**config.mk**
```make
export PLATFORM = sky130hd
export DESIGN_NAME = pe_pool_arb
export DESIGN_NICKNAME = d
export VERILOG_FILES = /design/src/rtl/pe_pool_arb_pkg.sv /design/src/rtl/pe_pool_arb_tag_fifo.sv /design/src/rtl/pe_pool_arb.sv
export SDC_FILE = /design/constraint.sdc
export NUM_CORES = 1
export LEC_CHECK = 0
export ABC_AREA = 1
export ABC_CLOCK_PERIOD_IN_PS = 6150
export CAP_MARGIN = 20
export CORE_UTILIZATION = 40
export CTS_CLUSTER_DIAMETER = 50
export DETAILED_ROUTE_END_ITERATION = 12
export GPL_ROUTABILITY_DRIVEN = 0
export HOLD_SLACK_MARGIN = 0.12
export PLACE_DENSITY = 0.8
export REMOVE_ABC_BUFFERS = 1
export SLEW_MARGIN = 20
export SYNTH_ARGS = -nofsm -noshare
export SYNTH_HDL_FRONTEND = slang
export SYNTH_SLANG_ARGS = --single-unit
```
**constraint.sdc**
```tcl
create_clock -name clk -period 6.15 [get_ports clk]
set_input_delay 1.23 -clock clk [delete_from_list [all_inputs] [get_ports clk]]
set_output_delay 1.23 -clock clk [all_outputs]
set_load 0.01 [all_outputs]
```
**src/rtl/pe_pool_arb_pkg.sv**
```systemverilog
// Shared CNN packet types, arbiter state encoding and default sizing for the
// PE_POOL burst arbiter.
package pe_pool_arb_pkg;

  localparam int CNN_XLEN       = 16;
  localparam int REQ_NUM_DEF    = 4;
  localparam int FIFO_DEPTH_DEF = 8;

  typedef struct packed {
    logic                valid;
    logic [CNN_XLEN-1:0] act;
    logic [CNN_XLEN-1:0] wgt;
  } PE_IN_PACKET;

  typedef struct packed {
    logic                valid;
    logic [CNN_XLEN-1:0] result;
  } PE_OUT_PACKET;

  typedef enum logic {
    IDLE  = 1'b0,
    BURST = 1'b1
  } ARB_STATE;

endpackage

```
**src/rtl/pe_pool_arb_tag_fifo.sv**
```systemverilog
// In-order FIFO holding the owner index of every packet issued into PE_POOL,
// so results can be steered back in issue order.
module tag_fifo #(
  parameter int WIDTH = 2,
  parameter int DEPTH = 8
) (
  input  logic                     clk,
  input  logic                     reset,
  input  logic                     push,
  input  logic [WIDTH-1:0]         push_data,
  input  logic                     pop,
  output logic [WIDTH-1:0]         head,
  output logic                     full,
  output logic                     empty,
  output logic [$clog2(DEPTH):0]   count
);

  localparam int AW = $clog2(DEPTH);

  logic [WIDTH-1:0] mem [DEPTH];
  logic [AW-1:0]    wr_ptr;
  logic [AW-1:0]    rd_ptr;
  logic             do_push;
  logic             do_pop;

  assign full    = (count == (AW+1)'(DEPTH));
  assign empty   = (count == '0);
  assign do_push = push & ~full;
  assign do_pop  = pop & ~empty;
  assign head    = mem[rd_ptr];

  always_ff @(posedge clk) begin
    if (do_push) begin
      mem[wr_ptr] <= push_data;
    end
  end

  // Pointers wrap naturally because DEPTH is a power of two.
  always_ff @(posedge clk or negedge reset) begin
    if (!reset) begin
      wr_ptr <= '0;
      rd_ptr <= '0;
      count  <= '0;
    end else begin
      if (do_push) begin
        wr_ptr <= wr_ptr + 1'b1;
      end
      if (do_pop) begin
        rd_ptr <= rd_ptr + 1'b1;
      end
      case ({do_push, do_pop})
        2'b10:   count <= count + 1'b1;
        2'b01:   count <= count - 1'b1;
        default: count <= count;
      endcase
    end
  end

endmodule

```
**src/rtl/pe_pool_arb.sv**
```systemverilog
// Round-robin burst arbiter sharing one PE_POOL among REQ_NUM requesters and
// steering each in-order result back to the requester that issued it.
module pe_pool_arb
  import pe_pool_arb_pkg::*;
#(
  parameter int DATA_WID   = CNN_XLEN,
  parameter int REQ_NUM    = REQ_NUM_DEF,
  parameter int TAG_B      = $clog2(REQ_NUM),
  parameter int FIFO_DEPTH = FIFO_DEPTH_DEF
) (
  input  logic                          clk,
  input  logic                          reset,
  input  PE_IN_PACKET [REQ_NUM-1:0]     req_pk,
  input  logic [REQ_NUM-1:0]            req_valid,
  input  logic [REQ_NUM-1:0]            req_last,
  output logic [REQ_NUM-1:0]            req_ready,
  output PE_IN_PACKET                   pe_in_pk,
  input  PE_OUT_PACKET                  pe_out_pk,
  output PE_OUT_PACKET                  rsp_pk,
  output logic [REQ_NUM-1:0]            rsp_valid,
  output logic [$clog2(FIFO_DEPTH):0]   outstanding,
  output logic                          busy,
  output logic                          err_orphan
);

  ARB_STATE         state;
  logic [TAG_B-1:0] owner;
  logic [TAG_B-1:0] rr_ptr;
  logic [TAG_B-1:0] next_ptr;
  logic [TAG_B-1:0] pick_idx;
  logic [TAG_B-1:0] scan_idx;
  logic [TAG_B-1:0] fifo_head;
  logic             pick_found;
  logic             fifo_full;
  logic             fifo_empty;
  logic             handshake;
  logic             do_pop;
  int               scan_sum;

  // First valid requester at or after rr_ptr, wrapping modulo REQ_NUM.
  always_comb begin
    pick_found = 1'b0;
    pick_idx   = '0;
    scan_sum   = 0;
    scan_idx   = '0;
    for (int i = 0; i < REQ_NUM; i++) begin
      scan_sum = int'(rr_ptr) + i;
      if (scan_sum >= REQ_NUM) begin
        scan_sum = scan_sum - REQ_NUM;
      end
      scan_idx = TAG_B'(scan_sum);
      if (!pick_found && req_valid[scan_idx]) begin
        pick_found = 1'b1;
        pick_idx   = scan_idx;
      end
    end
  end

  always_comb begin
    req_ready = '0;
    if (state == BURST && !fifo_full) begin
      req_ready[owner] = 1'b1;
    end
  end

  assign handshake = req_valid[owner] & req_ready[owner];
  assign do_pop    = pe_out_pk.valid & ~fifo_empty;
  assign next_ptr  = (int'(owner) == REQ_NUM - 1) ? '0 : owner + 1'b1;
  assign busy      = (state == BURST) || (outstanding != '0);

  always_ff @(posedge clk or negedge reset) begin
    if (!reset) begin
      state  <= IDLE;
      owner  <= '0;
      rr_ptr <= '0;
    end else begin
      case (state)
        IDLE: begin
          if (pick_found) begin
            owner <= pick_idx;
            state <= BURST;
          end
        end
        BURST: begin
          if (handshake && req_last[owner]) begin
            rr_ptr <= next_ptr;
            state  <= IDLE;
          end
        end
        default: state <= IDLE;
      endcase
    end
  end

  // Issue and return registers; both paths emit all-zero packets when idle.
  always_ff @(posedge clk or negedge reset) begin
    if (!reset) begin
      pe_in_pk   <= '0;
      rsp_pk     <= '0;
      rsp_valid  <= '0;
      err_orphan <= 1'b0;
    end else begin
      pe_in_pk <= '0;
      if (handshake) begin
        pe_in_pk       <= req_pk[owner];
        pe_in_pk.valid <= 1'b1;
      end
      rsp_pk    <= '0;
      rsp_valid <= '0;
      if (do_pop) begin
        rsp_pk.valid  <= 1'b1;
        rsp_pk.result <= pe_out_pk.result[DATA_WID-1:0];
        rsp_valid     <= REQ_NUM'(1) << fifo_head;
      end
      if (pe_out_pk.valid && fifo_empty) begin
        err_orphan <= 1'b1;
      end
    end
  end

  tag_fifo #(
    .WIDTH (TAG_B),
    .DEPTH (FIFO_DEPTH)
  ) u_tag_fifo (
    .clk       (clk),
    .reset     (reset),
    .push      (handshake),
    .push_data (owner),
    .pop       (do_pop),
    .head      (fifo_head),
    .full      (fifo_full),
    .empty     (fifo_empty),
    .count     (outstanding)
  );

endmodule
```
==> results.json <==
{
  "yosys_most_used_dff": "dfrtp_1",
  "yosys_warnings": 0,
  "dp_cells": 908,
  "antenna_left": 0,
  "die_w_um": 108,
  "fin_skew_ns": 0.0127,
  "numCtsBuffers": 9,
  "grt_max_degree": 84,
  "setup_violations": 0,
  "cts-htree-levels": 3,
  "multiInputGateArea_um2": 1940,
  "synth.avg_cell_area_um2": 7.82,
  "via_per_inst": 4.92,
  "synth.top_cells.by_area": "dfrtp_1 (39%), nor2_1 (14%), edfxtp_1 (11%)",
  "syn_to_final_growth_pct": 53.7,
  "leakagePower_nw": 3.05,
  "ys_seq_elements": 86,
  "p_comb_share_pct": 54.9,
  "tightest_slew_ns": 0.954,
  "layout_min_cycle_time_ns": 4.23,
  "insertion_delay_ns": 0.35,
  "drt_iter0_drc": 211,
  "vias": 4546,
  "synth_top_area_share_pct": 38.9,
  "hold_violations": 0,
  "switchingPower_w": 0.00121,
  "overflow": 0,
  "crit_fanout": 83,
  "dieArea_um2": 11700,
  "post_cts_buffers": 0,
  "dieHeight_um": 108,
  "start_kind": "flop",
  "timing.final.ws_setup_ns": 1.92,
  "path_clk_slew_ns": 0.08,
  "total_power_w": 0.00287,
  "max_stage_delay_ns": 0.65,
  "power.share.clock_pct": 13.6,
  "grtUsageTotal_pct": 23.1,
  "p_per_area_nw_per_um2": 414,
  "portBuffers": 218,
  "grt_pass1_vias": 4519,
  "avgRoutedWirePerCell_um": 14.1,
  "power_frac_seq_pct": 31.5,
  "grt_pass1_wl_um": 21000,
  "p_int_w": 0.00165,
  "layout.cells.non_filler": 924,
  "start_util_pct": 41.4,
  "slew_violations": 0,
  "synthArstFlopShare_pct": 81.4,
  "finalCritPeriodShare_pct": 68.8,
  "cts_resized": 0,
  "p_sw_share_pct": 42.4,
  "synth_edf_count": 16,
  "boundaryPins": 223,
  "core_um2": 10900,
  "synth_seq_area_share_pct": 49.6,
  "final_nets": 947,
  "diodes": 0,
  "cts_tree": "yes",
  "criticalPathCategory": "flop to output port",
  "tns_ns": 0,
  "fill_cells": 912,
  "utilization_pct": 63.6,
  "drc": 0,
  "crit_chain": "buf_4 -> inv_2 -> ha_1 -> inv_1 -> nor2_4 -> clkdlybuf4s50_1",
  "antenna_found_initial": 0,
  "fmax_mhz": 236,
  "crit_path_top_delay_cell": "buf_4",
  "rsz0062_at_grt": "false",
  "yosysTopAreaCell": "dfrtp_1",
  "hold_buffers": 0,
  "status": "finished clean",
  "syn-cell-area_um2": 4500,
  "dr.pass1.iters": 4,
  "worstHoldPathType": "flop to flop",
  "root_buffer": "clkbuf_8",
  "cts_buffer_depth": 2,
  "wirelength_um": 13000,
  "cp.arrival_ns": 3.00,
  "fp-row-count": 38,
  "cp-end-kind": "output port",
  "peakVddDrop_v": 0.000223,
  "register_area_um2": 2230,
  "synthCells": 576,
  "crit_required_ns": 4.92,
  "max_cap_viol_count": 0,
  "dp_hpwl_um": 9430,
  "cts.sinks": 86,
  "rrSetupSlack_ns": 1.93,
  "maxSlewHeadroom_pct": 36.3,
  "post-place-ws_ns": 1.99,
  "drive_above_1_share_pct": 3.95,
  "synth.distinct_cells": 30
}
-- sequential cells by signal, summed over array words and instances (netlist names) --
name	flops
err_orphan	1
u_tag_fifo.wr_ptr	3
pe_in_pk	33
rsp_pk	17
state	1
u_tag_fifo.count	4
rr_ptr	2
u_tag_fifo.rd_ptr	3
owner	2
rsp_valid	4
u_tag_fifo.mem	16
-- cell usage in the layout, fill, tap and decap left out, drive strengths merged, types with 5 or more instances in the layout --
cell / n
o21ai: 82
o22ai: 5
a21oi: 35
inv: 47
nand2: 73
clkbuf: 11
nor3: 8
clkdlybuf4s50: 217
nand3: 15
nand4: 6
dfrtp: 70
edfxtp: 16
ha: 9
nor2: 170
-- per-layer routing --
metal	wire [um]	share of wire, %	GRT usage [%]	vias to the layer above
li1	-	-	-	2262
met5	0	0	0	-
met2	6610	51	42.3	184
met4	237	1.8	8.02	0
met1	5030	39	24.9	2078
met3	1140	8.8	7.17	22
-- Yosys cell counts, drive strengths merged, types with 8 or more instances --
cell type / instances
nor2: 170
dfrtp: 70
buf: 17
nand3: 15
clkbuf: 12
edfxtp: 16
inv: 46
o21ai: 82
nand2: 73
a21oi: 35
nor3: 8
ha: 9
-- cell families after synthesis --
family	after synthesis	synth area share, %
buffers and inverters	77	7.34
flip-flops	86	49.6
XOR/XNOR	7	1.36
AO/OA/AOI/OAI	124	14.0
AND/OR/NAND/NOR	273	25.2
adder cells (fa/ha/maj)	9	2.50
-- power by group through the flow --
| stage | combinational, W | clock (W) | sequential, W |
|---|---|---|---|
| 3_5_place_dp | 0.00157 | 0 | 0.000915 |
| 4_1_cts | 0.00158 | 0.000398 | 0.000904 |
| 2_1_floorplan | 0.000740 | 0 | 0.00104 |
| 6_report | 0.00157 | 0.000388 | 0.000903 |
| 3_3_place_gp | 0.00151 | 0 | 0.000904 |
| 5_1_grt | 0.00176 | 0.000423 | 0.000929 |
-- through the flow --
| step | cell area (um2) | hold WS, ns |
|---|---|---|
| after floorplan | 4350 | 0.493 |
| after global placement | 6730 | 0.451 |
| after detailed placement | 6730 | 0.455 |
| after CTS | 6920 | 0.479 |
| after global routing | 6920 | 0.511 |
| final | 6920 | 0.471 |
-- cell type report --
type	instances	share of cell area, %
sequential	86	32.3
timing repair buffer	221	31.8
tap	140	2.53
inverter	48	2.60
multi-input combinational	413	28.0
clock inverter	5	0.850
clock buffer	11	1.90
-- critical path: cells and delay by family (launching register included) --
kind,cells,cell delay (ns)
buffers and inverters,4,1.82
flip-flops,1,0.35
adder cells (fa/ha/maj),1,0.40
AND/OR/NAND/NOR,1,0.05
-- final timing paths --
check                           depth (start not counted)                   to       start
worst min-delay path                                    1           err_orphan  err_orphan
min in group asynchronous                               1         rsp_valid[0]       reset
worst max-delay path                                    6         req_ready[2]    owner[0]
max in group asynchronous                               1             owner[0]       reset
worst min register to register                          1           err_orphan  err_orphan
worst max register to register                         13  u_tag_fifo.count[2]    owner[0]
Power figures use the tool's default switching activity.
